[config.mk]
export PLATFORM = sky130hd
export DESIGN_NAME = control
export DESIGN_NICKNAME = d
export VERILOG_FILES = /design/src/rtl/control.sv
export SDC_FILE = /design/constraint.sdc
export NUM_CORES = 1
export LEC_CHECK = 0
export ABC_AREA = 1
export CORE_AREA = 2 2 39 41
export CTS_BUF_LIST = sky130_fd_sc_hd__clkbuf_8
export DETAILED_ROUTE_END_ITERATION = 7
export DIE_AREA = 0 0 41 43
export PLACE_DENSITY = 0.8
export SYNTH_ARGS = -nofsm -noshare
export SYNTH_HDL_FRONTEND = slang
export SYNTH_SLANG_ARGS = --single-unit
[constraint.sdc]
create_clock -name clk -period 1.85 [get_ports clk]
set_clock_uncertainty 0.05 [all_clocks]
set_input_delay 0.4625 -clock clk [delete_from_list [all_inputs] [get_ports clk]]
set_output_delay 0.4625 -clock clk [all_outputs]
set_load 0.02 [all_outputs]
[src/rtl/control.sv]
// Multicycle controller for a 16-bit load/store datapath: a Moore FSM whose
// outputs are a pure decode of the current state, forced low while rst_n=0.
module control (
  input  logic       clk,
  input  logic       rst_n,
  input  logic [3:0] opcode,
  input  logic       branch_enable,
  input  logic       mem_resp,
  output logic       load_pc,
  output logic       load_ir,
  output logic       load_regfile,
  output logic       load_mar,
  output logic       load_mdr,
  output logic       load_cc,
  output logic       pcmux_sel,
  output logic       storemux_sel,
  output logic       alumux_sel,
  output logic       regfilemux_sel,
  output logic       marmux_sel,
  output logic       mdrmux_sel,
  output logic [1:0] aluop,
  output logic       mem_read,
  output logic       mem_write,
  output logic [1:0] mem_byte_enable
);

  localparam int unsigned OP_W    = 4;
  localparam int unsigned ALUOP_W = 2;
  localparam int unsigned BE_W    = 2;

  localparam logic [OP_W-1:0] OP_BR  = OP_W'(4'b0000);
  localparam logic [OP_W-1:0] OP_ADD = OP_W'(4'b0001);
  localparam logic [OP_W-1:0] OP_AND = OP_W'(4'b0101);
  localparam logic [OP_W-1:0] OP_LDR = OP_W'(4'b0110);
  localparam logic [OP_W-1:0] OP_STR = OP_W'(4'b0111);
  localparam logic [OP_W-1:0] OP_NOT = OP_W'(4'b1001);

  localparam logic [ALUOP_W-1:0] ALU_ADD  = ALUOP_W'(2'b00);
  localparam logic [ALUOP_W-1:0] ALU_AND  = ALUOP_W'(2'b01);
  localparam logic [ALUOP_W-1:0] ALU_NOT  = ALUOP_W'(2'b10);
  localparam logic [ALUOP_W-1:0] ALU_PASS = ALUOP_W'(2'b11);

  localparam logic [BE_W-1:0] BE_WORD = BE_W'(2'b11);

  typedef enum logic [3:0] {
    FETCH1,
    FETCH2,
    FETCH3,
    DECODE,
    S_ADD,
    S_AND,
    S_NOT,
    BR,
    BR_TAKEN,
    CALC_ADDR,
    LDR1,
    LDR2,
    STR1,
    STR2
  } state_t;

  state_t state;
  state_t next_state;

  // State register; reset always lands in FETCH1, even mid memory wait.
  always_ff @(posedge clk) begin
    if (!rst_n) begin
      state <= FETCH1;
    end else begin
      state <= next_state;
    end
  end

  // Next-state logic; mem_resp only matters in the three memory wait states.
  always_comb begin
    next_state = state;
    case (state)
      FETCH1:    next_state = FETCH2;
      FETCH2:    next_state = mem_resp ? FETCH3 : FETCH2;
      FETCH3:    next_state = DECODE;
      DECODE: begin
        case (opcode)
          OP_ADD:         next_state = S_ADD;
          OP_AND:         next_state = S_AND;
          OP_NOT:         next_state = S_NOT;
          OP_BR:          next_state = BR;
          OP_LDR, OP_STR: next_state = CALC_ADDR;
          default:        next_state = FETCH1;
        endcase
      end
      S_ADD:     next_state = FETCH1;
      S_AND:     next_state = FETCH1;
      S_NOT:     next_state = FETCH1;
      BR:        next_state = branch_enable ? BR_TAKEN : FETCH1;
      BR_TAKEN:  next_state = FETCH1;
      CALC_ADDR: next_state = (opcode == OP_LDR) ? LDR1 : STR1;
      LDR1:      next_state = mem_resp ? LDR2 : LDR1;
      LDR2:      next_state = FETCH1;
      STR1:      next_state = STR2;
      STR2:      next_state = mem_resp ? FETCH1 : STR2;
      default:   next_state = FETCH1;
    endcase
  end

  // Output decode of the current state, held at zero while reset is asserted.
  always_comb begin
    load_pc         = 1'b0;
    load_ir         = 1'b0;
    load_regfile    = 1'b0;
    load_mar        = 1'b0;
    load_mdr        = 1'b0;
    load_cc         = 1'b0;
    pcmux_sel       = 1'b0;
    storemux_sel    = 1'b0;
    alumux_sel      = 1'b0;
    regfilemux_sel  = 1'b0;
    marmux_sel      = 1'b0;
    mdrmux_sel      = 1'b0;
    aluop           = ALU_ADD;
    mem_read        = 1'b0;
    mem_write       = 1'b0;
    mem_byte_enable = BE_W'(2'b00);
    if (rst_n) begin
      mem_byte_enable = BE_WORD;
      case (state)
        FETCH1: begin
          marmux_sel = 1'b1;
          load_mar   = 1'b1;
          load_pc    = 1'b1;
        end
        FETCH2, LDR1: begin
          mem_read   = 1'b1;
          mdrmux_sel = 1'b1;
          load_mdr   = 1'b1;
        end
        FETCH3: load_ir = 1'b1;
        S_ADD, S_AND, S_NOT: begin
          load_regfile = 1'b1;
          load_cc      = 1'b1;
          aluop        = (state == S_AND) ? ALU_AND :
                         (state == S_NOT) ? ALU_NOT : ALU_ADD;
        end
        BR_TAKEN: begin
          pcmux_sel = 1'b1;
          load_pc   = 1'b1;
        end
        CALC_ADDR: begin
          alumux_sel = 1'b1;
          aluop      = ALU_ADD;
          load_mar   = 1'b1;
        end
        LDR2: begin
          regfilemux_sel = 1'b1;
          load_regfile   = 1'b1;
          load_cc        = 1'b1;
        end
        STR1: begin
          storemux_sel = 1'b1;
          aluop        = ALU_PASS;
          load_mdr     = 1'b1;
        end
        STR2: mem_write = 1'b1;
        default: ;
      endcase
    end
  end

endmodule

# Word level (Yosys, flattened, before mapping)

Cells that the tools add are included.
W data, S select, Z words.

Output and inout bits: 18
Input bits: 8
Latch bits: 0
Logic and storage cells: 64
Bits in read-only memories: 0
Memories: 0
Bits in registers: 4
RAM bits: 0

Order comparisons: 0
Bitwise operators: 0
Shift-type cells: 0
Multipliers: 0
Add/sub/neg operators: 0
Equal/unequal tests: 18
Div/mod/pow operators: 0
Mux-type cells: 36
Reduce and logical (&&, ||, !) cells: 9

Operators with widths:

| cell                 | count |
|---|---|
| $pmux W4 S9          | 1 |
| $eq A4 B3 Y1 const B | 7 |
| $eq A4 B4 Y1 const B | 7 |
| $mux W1              | 25 |
| $pmux W4 S5          | 1 |
| $mux W2              | 5 |
| $eq A4 B1 Y1 const B | 2 |
| $eq A4 B2 Y1 const B | 2 |
| $logic_not A4 Y1     | 2 |
| $mux W4              | 2 |
| $reduce_or A2 Y1     | 4 |
| $reduce_or A3 Y1     | 2 |
| $pmux W2 S2          | 1 |
| $reduce_or A4 Y1     | 1 |
| $mux W3              | 1 |

# Depth between registers and ports, before layout

Depth after elaboration: 5
Gate-level depth with buffers: 7
Depth with buffers taken out: 7

# Worst setup path after synthesis

No wires, ideal clock.

Path type: reg2out
From: register state[2]
To: output load_regfile
Data required time: 1.337 ns
Data arrival time: 1.305 ns
Stages on the path, launching flop included: 6
Path buffers: 1
Path slack: 0.032 ns
Path through: dfxtp_1 -> inv_2 -> nor2_1 -> nand2_1 -> o22ai_1 -> buf_4

Cells in the longest elaborated chain, start to end: 4
Elaborated cells between the ends (all ways): 7
Those cells by class: eq/ne (4); mux (2); reduce/logical (1)

RTL lines:

| element                                      | RTL line | source |
|---|---|---|
| start, declared                              | 62       | `state_t state;` |
| start signal, assigned                       | 70       | `state <= next_state;` |
| $eq A4 B3 Y1 or $eq A4 B4 Y1 (tied branches) | -        |  |
| $reduce_or A4 Y1 (no line) (*)               | -        |  |
| $mux W1 (*) (2 in a row)                     | -        |  |
| end, declared                                | 11       | `output logic load_regfile,` |

Mark *: on every way between the ends. The rest lies on a longest branch, timed or not.

# Worst setup path after layout

From: register state[2]
To: output load_ir

Cells in the longest elaborated chain, start to end: 3

RTL lines:

| element       | RTL line | source |
|---|---|---|
| $eq A4 B2 Y1  | 125      | `case (state)` |
| $mux W1       | 125      |  |
| $mux W1       | 123      | `if (rst_n) begin` |
| end, declared | 10       | `output logic load_ir,` |

Every way passes these cells.

==> flow_metrics.py <==
metrics = {
    "status": {
        "status": "complete, no violations",
    },
    "cts": {
        "cts_buffers": 3,
        "clock_sinks": 4,
        "htreeDepth": 1,
        "cts_hold_buf": 0,
        "clkTransAtPathRegs_ps": 30,
        "cts_root_buf": "clkbuf_8",
        "cts_buffer_depth": 2,
        "tritoncts": "done",
        "worstSkewPairLatency_ps": 210,
    },
    "setup_path": {
        "required_ps": 1340,
        "worstPathMaxFanout": 5,
        "arrival_ps": 1280,
        "critPathCaptureType": "output port",
        "worstSetupPathType": "reg -> out",
        "crit_path_start_kind": "flop",
    },
    "route": {
        "vias_per_cell": 4.72,
        "vias": 717,
        "routedWlPerCell_um": 10.2,
        "post-route-drc-count": 0,
        "dr.pass1.iters": 4,
        "drt_iter0_markers": 13,
        "wirelength_um": 1550,
        "ant_nets": 0,
    },
    "sta": {
        "tightestPinTransition_ps": 214,
        "finalWorstSetupSlack_ps": 54.0,
        "hold_viol": 0,
        "fin_crit_ps": 1800,
        "drv_slew": 0,
        "slew_headroom": 0.858,
        "fmax_ghz": 0.557,
        "setup_viol": 0,
        "period_share": 0.971,
    },
    "yosys": {
        "synth_seq_cells": 4,
        "synth_area_per_cell_um2": 5.21,
        "ys_types": 18,
        "syn_nets": 104,
        "yosysWarnings": 0,
        "yosysSeqAreaShare": 0.160,
        "syn_area_um2": 500,
        "netlist_instances": 96,
    },
    "layout": {
        "largest_register_ffs": 4,
        "top_register": "state",
        "nNetsFinal": 146,
        "area_growth_pct": 72.3,
        "reg_top3": "state x4",
        "drive_gt1_frac": 0.441,
        "antenna_cells": 0,
    },
    "placed_design": {
        "dp_hpwl_um": 1290,
        "dpl_worst_slack_ps": -748,
        "portBuffers": 25,
        "place_congestion": 0.855,
    },
    "flow_run": {
        "cap_violations": 0,
    },
    "floorplan": {
        "start_util": 0.362,
        "die_y_um": 43,
        "core-area_um2": 1380,
        "die_x_um": 41,
        "pin_count": 26,
        "rows": 14,
        "dieArea_um2": 1760,
    },
    "grt": {
        "first_global_vias": 626,
        "grtUsageTotal": 0.193,
        "antenna_found_initial": 0,
        "grt_overflow_total": 0,
        "grt_first_pass_wirelength_um": 2440,
        "grt_max_degree": 11,
    },
    "power_and_ir_drop": {
        "finalPower_mw": 0.407,
        "ir_worst_vdd_uv": 581,
        "leakage_nw": 0.448,
        "power.density_nw_per_um2": 473,
    },
    "min_path": {
        "hold_path_class": "reg -> reg",
    },
}
Yosys cell counts (all sizes together):
| library cell | n | area share |
|---|---|---|
| buf | 5 | 0.070 |
| nand3 | 9 | 0.10 |
| nor2 | 25 | 0.20 |
| a21oi | 5 | 0.065 |
| o21ai | 1 | 0.010 |
| dfxtp | 4 | 0.16 |
| and2 | 1 | 0.013 |
| nand2 | 26 | 0.21 |
| nor3 | 2 | 0.020 |
| a31oi | 1 | 0.013 |
| o22ai | 3 | 0.038 |
| inv | 14 | 0.10 |
kinds of logic (layout without fill, tap and decap cells):
group / Yosys count / after routing / synth area share
and+or+nand+nor: 63 / 63 / 0.540
buffers and inverters: 19 / 59 / 0.175
AOI/OAI and AO/OA: 10 / 10 / 0.125
DFF: 4 / 4 / 0.160
metrics by stage:
stage          utilization  hold WS [ps]  instance area, um^2  cells  setup TNS [ps]
2_1_floorplan            -           615                  500     96               0
3_3_place_gp         0.624           645                  863    149           -9890
3_5_place_dp         0.624           675                  863    149          -11070
4_1_cts              0.639           667                  885    152           -10.3
5_1_grt              0.623           747                  862    152           -3.82
6_report             0.623           689                  862    152               0
final timing paths:
path                                from  endpoint  slack, ps  cells after the start
worst max-delay path            state[2]   load_ir         50                      5
worst min-delay path            state[1]  state[1]        690                      4
worst max register to register  state[0]  state[1]        470                      8
worst min register to register  state[1]  state[1]        690                      4
layout by cell type, fill, tap and decap left out:
cell / synthesis / routed
clkbuf_2: 0 / 3
o22ai_1: 3 / 3
nor2_1: 22 / 19
a21oi_2: 2 / 3
nand3_2: 1 / 1
a21oi_1: 3 / 2
buf_2: 1 / 9
inv_2: 6 / 7
nand3_1: 8 / 8
o21ai_1: 1 / 1
clkdlybuf4s15_2: 0 / 3
nor3_1: 2 / 2
dlygate4sd2_1: 0 / 2
clkbuf_8: 0 / 3
clkdlybuf4s15_1: 0 / 1
clkdlybuf4s50_1: 0 / 6
nand2_1: 24 / 23
nand2_2: 2 / 3
dfxtp_2: 0 / 4
and2_1: 1 / 1
a31oi_1: 1 / 1
buf_4: 4 / 18
inv_1: 8 / 7
nor2_2: 3 / 6
layout make-up:
class                   count  area (um^2)
fillers                   149          522
multi-input cells          73          347
repair buffers             42          317
flip-flops and latches      4         85.1
inverters                  14         52.6
clock buffers               3         41.3
well taps                  16         20.0
worst max-delay path: stages, from the launching register on:
cell	delay [ps]
dfxtp_2	340
buf_4	130
nor2_2	150
inv_1	90
nor3_1	150
buf_2	200
what timing repair did:
action / 4_1_cts / 5_1_grt
buffers inserted: 0 / 0
gates resized for setup: 65 / 11
setup endpoints to repair: 18 / 14
pin swaps: 0 / 0
power breakdown:
group,total [mW],switching [mW],internal (mW)
registers,0.0985,0.00652,0.0919
clock network,0.179,0.0408,0.138
logic,0.130,0.0738,0.0560
total,0.407,0.121,0.286
metal layers:
metal / global-route usage / vias up / part of all wire / wire length (um)
met5: 0 / - / 0 / 0
met4: 0.0533 / 0 / 0.014 / 21
met3: 0.0366 / 2 / 0.069 / 107
met2: 0.353 / 25 / 0.51 / 789
met1: 0.205 / 311 / 0.41 / 627
li1: - / 379 / - / -
Power figures use the tool's default switching activity.
